**config.mk**
```make
export PLATFORM = sky130hd
export DESIGN_NAME = gray_pos_tracker
export DESIGN_NICKNAME = d
export VERILOG_FILES = /design/src/rtl/gray_pos_tracker_pkg.sv /design/src/rtl/gray2bin.sv /design/src/rtl/gray_pos_tracker.sv
export SDC_FILE = /design/constraint.sdc
export NUM_CORES = 1
export LEC_CHECK = 0
export BUFFER_PORTS_ARGS = -buffer_cell sky130_fd_sc_hd__buf_2
export CORE_MARGIN = 2
export CORE_UTILIZATION = 45
export CTS_BUF_LIST = sky130_fd_sc_hd__clkbuf_16
export CTS_CLUSTER_DIAMETER = 120
export DETAILED_ROUTE_END_ITERATION = 7
export GPL_TIMING_DRIVEN = 0
export PLACE_DENSITY = 0.79
export SLEW_MARGIN = 20
export SYNTH_ARGS = -nofsm -noshare
export SYNTH_HDL_FRONTEND = slang
export SYNTH_SLANG_ARGS = --single-unit
```
**constraint.sdc**
```tcl
create_clock -name clk -period 4.27 [get_ports clk]
set_input_delay 0.2135 -clock clk [delete_from_list [all_inputs] [get_ports clk]]
set_output_delay 0.2135 -clock clk [all_outputs]
set_load 0.02 [all_outputs]
```
**src/rtl/gray_pos_tracker_pkg.sv**
```systemverilog
// Shared definitions for the 3-bit gray position path: tracker states, the
// gray code sequence produced by the upstream counter, and step classification.
package gray_pos_tracker_pkg;

  typedef enum logic [1:0] {
    INIT  = 2'd0,
    TRACK = 2'd1,
    FAULT = 2'd2
  } state_e;

  // Upstream counter sequence, in counting order.
  localparam logic [2:0] s0 = 3'b000;
  localparam logic [2:0] s1 = 3'b001;
  localparam logic [2:0] s2 = 3'b011;
  localparam logic [2:0] s3 = 3'b010;
  localparam logic [2:0] s4 = 3'b110;
  localparam logic [2:0] s5 = 3'b111;
  localparam logic [2:0] s6 = 3'b101;
  localparam logic [2:0] s7 = 3'b100;

  localparam int POS_W_MIN = 4;
  localparam int POS_W_MAX = 16;

  typedef enum logic [1:0] {
    STEP_NONE = 2'd0,
    STEP_UP   = 2'd1,
    STEP_DN   = 2'd2,
    STEP_SKIP = 2'd3
  } step_e;

  // Mod-8 distance between consecutive samples; anything but 0/+1/-1 means
  // the sampler missed at least one code.
  function automatic step_e classify_delta(input logic [2:0] delta);
    case (delta)
      3'd0:    return STEP_NONE;
      3'd1:    return STEP_UP;
      3'd7:    return STEP_DN;
      default: return STEP_SKIP;
    endcase
  endfunction

endpackage

```
**src/rtl/gray2bin.sv**
```systemverilog
// 3-bit combinational gray-to-binary decoder, shared by every consumer of the
// upstream gray counter.
module gray2bin (
  input  logic [2:0] gray,
  output logic [2:0] bin
);

  assign bin[2] = gray[2];
  assign bin[1] = gray[2] ^ gray[1];
  assign bin[0] = gray[2] ^ gray[1] ^ gray[0];

endmodule

```
**src/rtl/gray_pos_tracker.sv**
```systemverilog
// Two-stage tracker turning a negedge-updated 3-bit gray counter into a signed
// step count, with up/down pulses and a latched fault on skipped codes.
module gray_pos_tracker
  import gray_pos_tracker_pkg::*;
#(
  parameter int POS_W = 8
) (
  input  logic             clk,
  input  logic             reset,
  input  logic [2:0]       gray_in,
  input  logic             clear,
  input  logic             err_clr,
  output logic [2:0]       bin_out,
  output logic [POS_W-1:0] position,
  output logic             step_up,
  output logic             step_dn,
  output logic             skip_err,
  output logic             valid
);

  localparam logic [POS_W-1:0] POS_ONE = POS_W'(1);

  state_e           state, state_nxt;
  logic [2:0]       g_q;
  logic             g_vld;
  logic [2:0]       b_cur;
  logic [2:0]       b_prev, b_prev_nxt;
  logic [2:0]       delta;
  step_e            step;
  logic [2:0]       bin_nxt;
  logic [POS_W-1:0] pos_nxt;
  logic             up_nxt, dn_nxt;

  gray2bin u_gray2bin (
    .gray (g_q),
    .bin  (b_cur)
  );

  assign delta = b_cur - b_prev;
  assign step  = classify_delta(delta);

  // Stage 1. g_vld marks that g_q holds a real sample rather than the reset
  // value, so INIT never baselines on a stale code.
  // NOTE: sequential state uses non-blocking assignments so every register
  // updates from pre-edge values regardless of statement order.
  always_ff @(posedge clk or negedge reset) begin
    if (!reset) begin
      g_q   <= 3'b000;
      g_vld <= 1'b0;
    end else begin
      g_q   <= gray_in;
      g_vld <= 1'b1;
    end
  end

  always_ff @(posedge clk or negedge reset) begin
    if (!reset) state <= INIT;
    else        state <= state_nxt;
  end

  // NOTE: every signal gets a default at the top of always_comb so no path
  // leaves one unassigned, which would otherwise infer a latch.
  always_comb begin
    state_nxt  = state;
    b_prev_nxt = b_prev;
    bin_nxt    = bin_out;
    pos_nxt    = position;
    up_nxt     = 1'b0;
    dn_nxt     = 1'b0;
    case (state)
      INIT: begin
        if (g_vld) begin
          b_prev_nxt = b_cur;
          bin_nxt    = b_cur;
          state_nxt  = TRACK;
        end
      end
      TRACK: begin
        b_prev_nxt = b_cur;
        bin_nxt    = b_cur;
        case (step)
          STEP_UP: begin
            pos_nxt = position + POS_ONE;
            up_nxt  = 1'b1;
          end
          STEP_DN: begin
            pos_nxt = position - POS_ONE;
            dn_nxt  = 1'b1;
          end
          STEP_SKIP: state_nxt = FAULT;
          default:   ;
        endcase
      end
      FAULT: begin
        if (err_clr) state_nxt = INIT;
      end
      default: state_nxt = INIT;
    endcase
    // Clear overrides any step in the same cycle; the baseline still advances.
    if (clear) begin
      pos_nxt = '0;
      up_nxt  = 1'b0;
      dn_nxt  = 1'b0;
    end
  end

  always_ff @(posedge clk or negedge reset) begin
    if (!reset) begin
      b_prev   <= 3'b000;
      bin_out  <= 3'b000;
      position <= '0;
      step_up  <= 1'b0;
      step_dn  <= 1'b0;
    end else begin
      b_prev   <= b_prev_nxt;
      bin_out  <= bin_nxt;
      position <= pos_nxt;
      step_up  <= up_nxt;
      step_dn  <= dn_nxt;
    end
  end

  always_comb begin
    valid    = (state == TRACK);
    skip_err = (state == FAULT);
  end

endmodule

```
==> results.md, run 1 <==
- Post-Syn Instances: 106
- Vias in the first global route: 820
- Initial antenna violation count: 0
- Total power: 0.000931 W
- Die area: 2850 sq um
- TritonCTS clock tree: done
- Synth-to-layout area growth: 21.2%
- Top-count cell post-synth: dfrtp_1
- RSZ-0062 raised after global routing: no
- Max-Cap Viols: 0
- Status: finished clean
- Hold depth: 1
- Crit Path Class: reg -> reg
- Gr ovfl total: 0
- Hold Crit Class: in -> reg
- Slew Limit Fails: 0
- Syn_nets: 122
- VDD IR max: 0.422 mV
- Final Hold Vio Count: 0
- Clock power frac: 20.1%
- Synth warnings: 0
- H-tree levels: 1
- Skew-Pair Late Insertion Delay: 0.25 ns
- Detailed placement HPWL: 1480 microns
- Placed Cells incl. Taps: 155
- Num ports: 22
- Routed vias/inst: 5.18
- RR Startpoint: g_q[2]
- Yosys top cell area share: 43.3%
- First-pass GRT wire length: 3410 microns
- Worst hold slack: 0.0703 ns
- Fmax: 263 MHz
- Clock Sinks: 19
- Synth area leaders: dfrtp_1 43%, ha_1 8.0%, nor2_1 4.8%, a21oi_1 3.6%, fa_1 3.6%
- Setup Buffers After CTS: 0
- Sum of negative setup slack: 0 ns
- Routed wire length: 1950 microns
- Combinational fraction of design power: 52.7%
- Power density over the cells: 699 nW/um^2
- R2R setup slack: 0.47 ns
- TritonRoute pass-1 iters: 4
- Post-route ant nets: 0
- Sw Ratio: 41.9%
- Minimum clock period after layout: 3.80 ns
- Cell leakage power: 0.721 nW
- # nets final: 149
- Yosys reg bits: 19
- FF-to-FF End: position[7]
- GP Congestion: 0.849
- Routed wire per std cell: 12.2 microns
- EDFF count, synth: 0
- Longest Clk Path Bufs: 2
- Cts bufs inserted: 3
- Antenna cell count: 0
- Average cell area after synthesis: 10.4 sq um
- DRC Markers: 0
- Core Area: 2250 sq um
- CP max FO: 8
- Starting Density: 48.7%
- Largest net degree at the start of global routing: 20
- Ratio of final minimum period to clock period: 88.9%
- Worst EP arrival: 3.93 ns
- Clock tree root buffer cell: clkbuf_16
- WHS Endpoint: g_q[1]
- Crit path capture type: flop
- Core Util, Final: 59.0%
- Critical Path Source Type: flop
- Layout cells sized above 1: 24.2%
- Rows: 17
- Main synth FF type: dfrtp_1
- Synth Cell Area: 1100 sq um
- DR vias: 829
- Die Ht: 53.4 microns
- Commonest cells post-synth: 19 x dfrtp_1, 14 x nor2_1, 8 x a21oi_1
- Register area share after synthesis: 43.3%
- Internal power: 0.000541 W
- Worst hold start: gray_in[1]
- Net Sw Power: 0.000390 W
- Port Buffers: 21
- R2R depth: 15
- Final std cells w/o fill: 160
- Crit path required time: 4.40 ns
- Die span in x: 53.4 microns
- Total track usage: 16.5%
- Sequential power share: 27.2%
- Synth cell types: 35
- Reg clk slew, reported paths: 0.05 ns
- Post-synth top area cell: dfrtp_1
- Detailed Route Iter0 Violations: 14
- Layout Skew: 0.00132 ns
- Setup violators final: 0
- FFs w/ async S/R, synth: 100%
cell families (layout without fill, tap and decap cells):
family,count (synthesis),after routing,share of synthesized area (%)
AOI/OAI and AO/OA,24,24,15.1
xor gates and xnor gates,8,8,7.63
adders and majority gates,9,9,11.6
buffers and inverters,8,34,2.73
DFF,19,19,43.3
muxes,6,6,5.69
other,1,1,0.341
and+or+nand+nor,31,31,13.6
cell usage in the layout (no fill, tap or decap), types with 2 or more instances in the layout:
cell type / Yosys / routed
nor2_1: 14 / 13
nor2b_1: 3 / 3
buf_2: 0 / 21
clkbuf_16: 0 / 3
dfrtp_1: 19 / 19
inv_1: 6 / 6
a211oi_1: 2 / 2
ha_1: 7 / 7
o21ai_0: 3 / 3
mux2i_1: 4 / 4
xor2_1: 4 / 4
clkbuf_1: 2 / 2
mux2_2: 2 / 2
nand2_1: 6 / 6
fa_1: 2 / 2
a21oi_1: 8 / 8
o21a_1: 2 / 2
xnor2_1: 3 / 3
state kept, by name (all words and copies together), names as in the netlist:
signal,flops
b_prev,3
g_q,3
g_vld,1
position,8
state,2
step_dn,1
step_up,1
power by group through the flow:
| stage | clock network, W | logic [W] | registers [W] |
|---|---|---|---|
| after floorplan | 0 | 0.000338 | 0.000290 |
| after global placement | 0 | 0.000466 | 0.000254 |
| after detailed placement | 0 | 0.000484 | 0.000257 |
| after CTS | 0.000191 | 0.000492 | 0.000253 |
| after global routing | 0.000198 | 0.000548 | 0.000260 |
| final | 0.000187 | 0.000491 | 0.000253 |
repair_timing:
action                                  4_1_cts  5_1_grt
hold buffers                                  1        0
hold endpoints to repair                     19        0
endpoints found under the setup margin        0        1
gates resized for setup                       0        1
how the worst max path moves through the flow:
stage                       from          end  slack [ns]  cells after the start
after floorplan           g_q[2]  position[7]        0.76                     15
after global placement    g_q[2]  position[7]        0.39                     15
after detailed placement  g_q[2]  position[7]        0.28                     15
after CTS                 g_q[2]  position[7]        0.22                     15
after global routing      g_q[2]  position[7]        0.08                     15
final                     g_q[2]  position[7]        0.47                     15
metrics by stage:
stage	setup WS [ns]	cell area [sq um]
2_1_floorplan	0.761	1100
3_3_place_gp	0.388	1240
3_5_place_dp	0.279	1240
4_1_cts	0.225	1330
5_1_grt	0.0825	1330
6_report	0.473	1330
critical path: stages, from the launching register on:
cell and delay [ns]:
dfrtp_1 0.41, xor2_1 0.33, xnor2_1 0.19, ha_1 0.17, inv_1 0.05, fa_1 0.37, xnor3_1 0.27, nand2_1 0.12
nor2_2 0.35, ha_1 0.31, clkbuf_1 0.18, a21oi_1 0.16, o21ai_0 0.13, nor3_1 0.16, o21a_1 0.16, mux2_2 0.33
metal layers:
metal | vias to the layer above | track usage (%) | share of wire [%]
met5 | - | 0 | 0
met4 | 0 | 6.41 | 0.77
met3 | 2 | 2.54 | 2.6
met2 | 13 | 28.2 | 51
met1 | 399 | 20.6 | 45
li1 | 415 | - | -
layout make-up:
cell class	instances	area, sq um
Buffer	2	7.51
Clock buffer	3	75.1
Clock inverter	1	5.00
Fill cell	208	923
Inverter	6	22.5
Multi-Input combinational cell	79	596
Sequential cell	19	475
Tap cell	28	35.0
Timing Repair Buffer	22	115
(Power assumes the default switching activity.)
==> run 2: changes to the inputs <==
==> constraint.sdc (replaced) <==
create_clock -name clk -period 4.27 [get_ports clk]
set_input_delay 0 -clock clk [delete_from_list [all_inputs] [get_ports clk]]
set_output_delay 0 -clock clk [all_outputs]
set_load 0.02 [all_outputs]
==> results.md, run 2 (synthesis gave the netlist of run 1 again) <==
- CP top delay family: adder cells (unchanged)
- Crit-path max cell delay: 0.41 ns (about the same)
- Largest reg by FF count: position (unchanged)
- VDD IR max: 0.426 mV (was 0.422 mV)
- Clock Sinks: 19 (unchanged)
- Max-Cap Viols: 0 (unchanged)
- Worst Path Buf+Inv: 2 (unchanged)
- WHS Endpoint: state[1] (was g_q[1])
- Worst path most repeated cell: ha_1 (unchanged)
- FF-to-FF End: position[7] (unchanged)
- Detailed Route Iter0 Violations: 14 (unchanged)
- Grt peak-use layer: met2 (unchanged)
- Reg clk slew, reported paths: 0.05 ns (about the same)
- TritonCTS clock tree: done (unchanged)
- H-tree levels: 1 (unchanged)
- Fmax: 263 MHz (unchanged)
- GR Util met2: 29.2% (was 28.2%)
- Dpl ws: 0.279 ns (unchanged)
- RR Startpoint: g_q[2] (unchanged)
- Hold depth: 3 (was 1)
- Slowest-stage cell, CP: dfrtp_1 (unchanged)
- Post-route ant nets: 0 (unchanged)
- Die Ht: 53.4 microns (unchanged)
- Synth-to-layout area growth: 23.9% (was 21.2%)
- Die span in x: 53.4 microns (unchanged)
- Setup ws final: 0.473 ns (unchanged)
- Ratio of final minimum period to clock period: 88.9% (unchanged)
- Detailed placement HPWL: 1480 microns (unchanged)
- Gr ovfl total: 0 (unchanged)
- Num ports: 22 (unchanged)
- Port Buffers: 21 (unchanged)
- CP cell instances: xor2_1 > xnor2_1 > ha_1 > inv_1 > fa_1 > xnor3_1 > nand2_1 > nor2_2 > ha_1 > clkbuf_1 > a21oi_1 > o21ai_0 > nor3_1 > o21a_1 > mux2_2 (unchanged)
- Cts bufs inserted: 3 (unchanged)
- TritonRoute pass-1 iters: 4 (unchanged)
- Cell leakage power: 0.734 nW (was 0.721 nW)
- Setup Buffers After CTS: 0 (unchanged)
- Starting Density: 48.7% (unchanged)
- Skew-Pair Late Insertion Delay: 0.25 ns (about the same)
- Sum of negative setup slack: 0 ns (unchanged)
- Core Area: 2250 sq um (unchanged)
- Largest regs: position (8), b_prev (3), g_q (3) (unchanged)
- Multi-input logic area: 596 sq um (unchanged)
- Met1 global-route usage: 20.6% (unchanged)
- Max FFs per register: 8 (unchanged)
- FILL cells: 205 (was 208)
- Antenna cell count: 0 (unchanged)
- Worst hold start: err_clr (was gray_in[1])
- Routed wire per std cell: 12.1 microns (was 12.2 microns)
- Crit path capture type: flop (unchanged)
- Slew Limit Fails: 0 (unchanged)
- Longest Clk Path Bufs: 2 (unchanged)
- GR Layer Usage met3: 2.54% (unchanged)
- Crit Path Class: reg -> reg (unchanged)
- GP Congestion: 0.849 (unchanged)
- Power density over the cells: 686 nW/um^2 (was 699 nW/um^2)
- Critical Path Source Type: flop (unchanged)
- Total track usage: 16.8% (was 16.5%)
- Routed vias/inst: 5.16 (was 5.18)
- Worst Setup SP: g_q[2] (unchanged)
- Status: finished clean (unchanged)
- Layout Skew: 0.00133 ns (was 0.00132 ns)
- Vias in the first global route: 838 (was 820)
- Crit path required time: 4.40 ns (about the same)
- R2R setup slack: 0.47 ns (about the same)
- Worst EP arrival: 3.93 ns (about the same)
- Layout cells sized above 1: 23.7% (was 24.2%)
- Die area: 2850 sq um (unchanged)
- Most common cell after layout, fill and taps aside: buf_2 (unchanged)
- R2R depth: 15 (unchanged)
- Initial antenna violation count: 0 (unchanged)
- Setup violators final: 0 (unchanged)
- Final Hold Vio Count: 0 (unchanged)
- RSZ-0062 raised after global routing: no (unchanged)
- Routed wire length: 1980 microns (was 1950 microns)
- Rows: 17 (unchanged)
- FF+latch area: 475 sq um (unchanged)
- DRC Markers: 0 (unchanged)
- Clock tree root buffer cell: clkbuf_16 (unchanged)
- Minimum clock period after layout: 3.80 ns (unchanged)
- First-pass GRT wire length: 3460 microns (was 3410 microns)
- Largest net degree at the start of global routing: 20 (unchanged)
- CP max FO: 8 (unchanged)
- Commonest cells after routing, fill and taps aside: 21 x buf_2, 19 x dfrtp_1, 13 x nor2_1, 8 x a21oi_1, 7 x ha_1 (unchanged)
- Hold Crit Class: in -> reg (unchanged)
- # nets final: 152 (was 149)
- DR vias: 841 (was 829)
==> run 2: cell count changes in the layout (fill, tap and decap cells not counted), sizes merged <==
cell | before | now
dlygate4sd3 | 1 | 4
==> run 2: area by class of cell <==
class	count	share of cell area, %
clock inverters	1	0.368
inverters	6	1.65
clock buffers	3	5.51
flip-flops and latches	19	34.9
repair buffers	25	10.7
plain buffers	2	0.551
multi-input cells	79	43.7
well taps	28	2.57
==> run 2: per-layer routing <==
layer	share of wire, %	wire length (microns)
met1	45	888
met2	52	1020
met3	2.4	48
met4	0.76	15
met5	0	0
==> run 2: worst register-to-register path: cells and delay by family, from the launching register on <==
family | cells | cell delay [ns]
AOI/OAI and AO/OA | 3 | 0.45
xor gates and xnor gates | 3 | 0.79
adders and majority gates | 3 | 0.85
buffers and inverters | 2 | 0.23
DFF | 1 | 0.41
muxes | 1 | 0.33
and+or+nand+nor | 3 | 0.64
==> run 2: repair_timing <==
action                     in CTS  in global routing
gates resized for setup         0                  1
hold endpoints to repair       22                  0
setup endpoints to repair       0                  1
hold buffers                    4                  0
==> run 2: worst max path at each step <==
stage	endpoint	slack [ns]	depth (start not counted)
2_1_floorplan	position[7]	0.76	15
3_3_place_gp	position[7]	0.39	15
3_5_place_dp	position[7]	0.28	15
4_1_cts	position[7]	0.22	15
5_1_grt	position[7]	0.08	15
6_report	position[7]	0.47	15
==> run 2: metrics by stage <==
step                      hold WS, ns  total power, W  utilization [%]  instances  instance area [sq um]
final                          0.0425        0.000933             60.4        163                   1360
after global routing           0.0409         0.00101             60.4        163                   1360
after CTS                      0.0418        0.000938             60.3        163                   1360
after detailed placement      -0.0415        0.000740             54.9        155                   1240
after global placement        -0.0493        0.000720             54.9        155                   1240
after floorplan                -0.296        0.000628                -        106                   1100
==> run 2: where the power goes <==
group          internal, W  leakage (nW)  switching [W]
registers         0.000221         0.246      0.0000316
clock network     0.000125        0.0409      0.0000622
logic             0.000196         0.447       0.000297
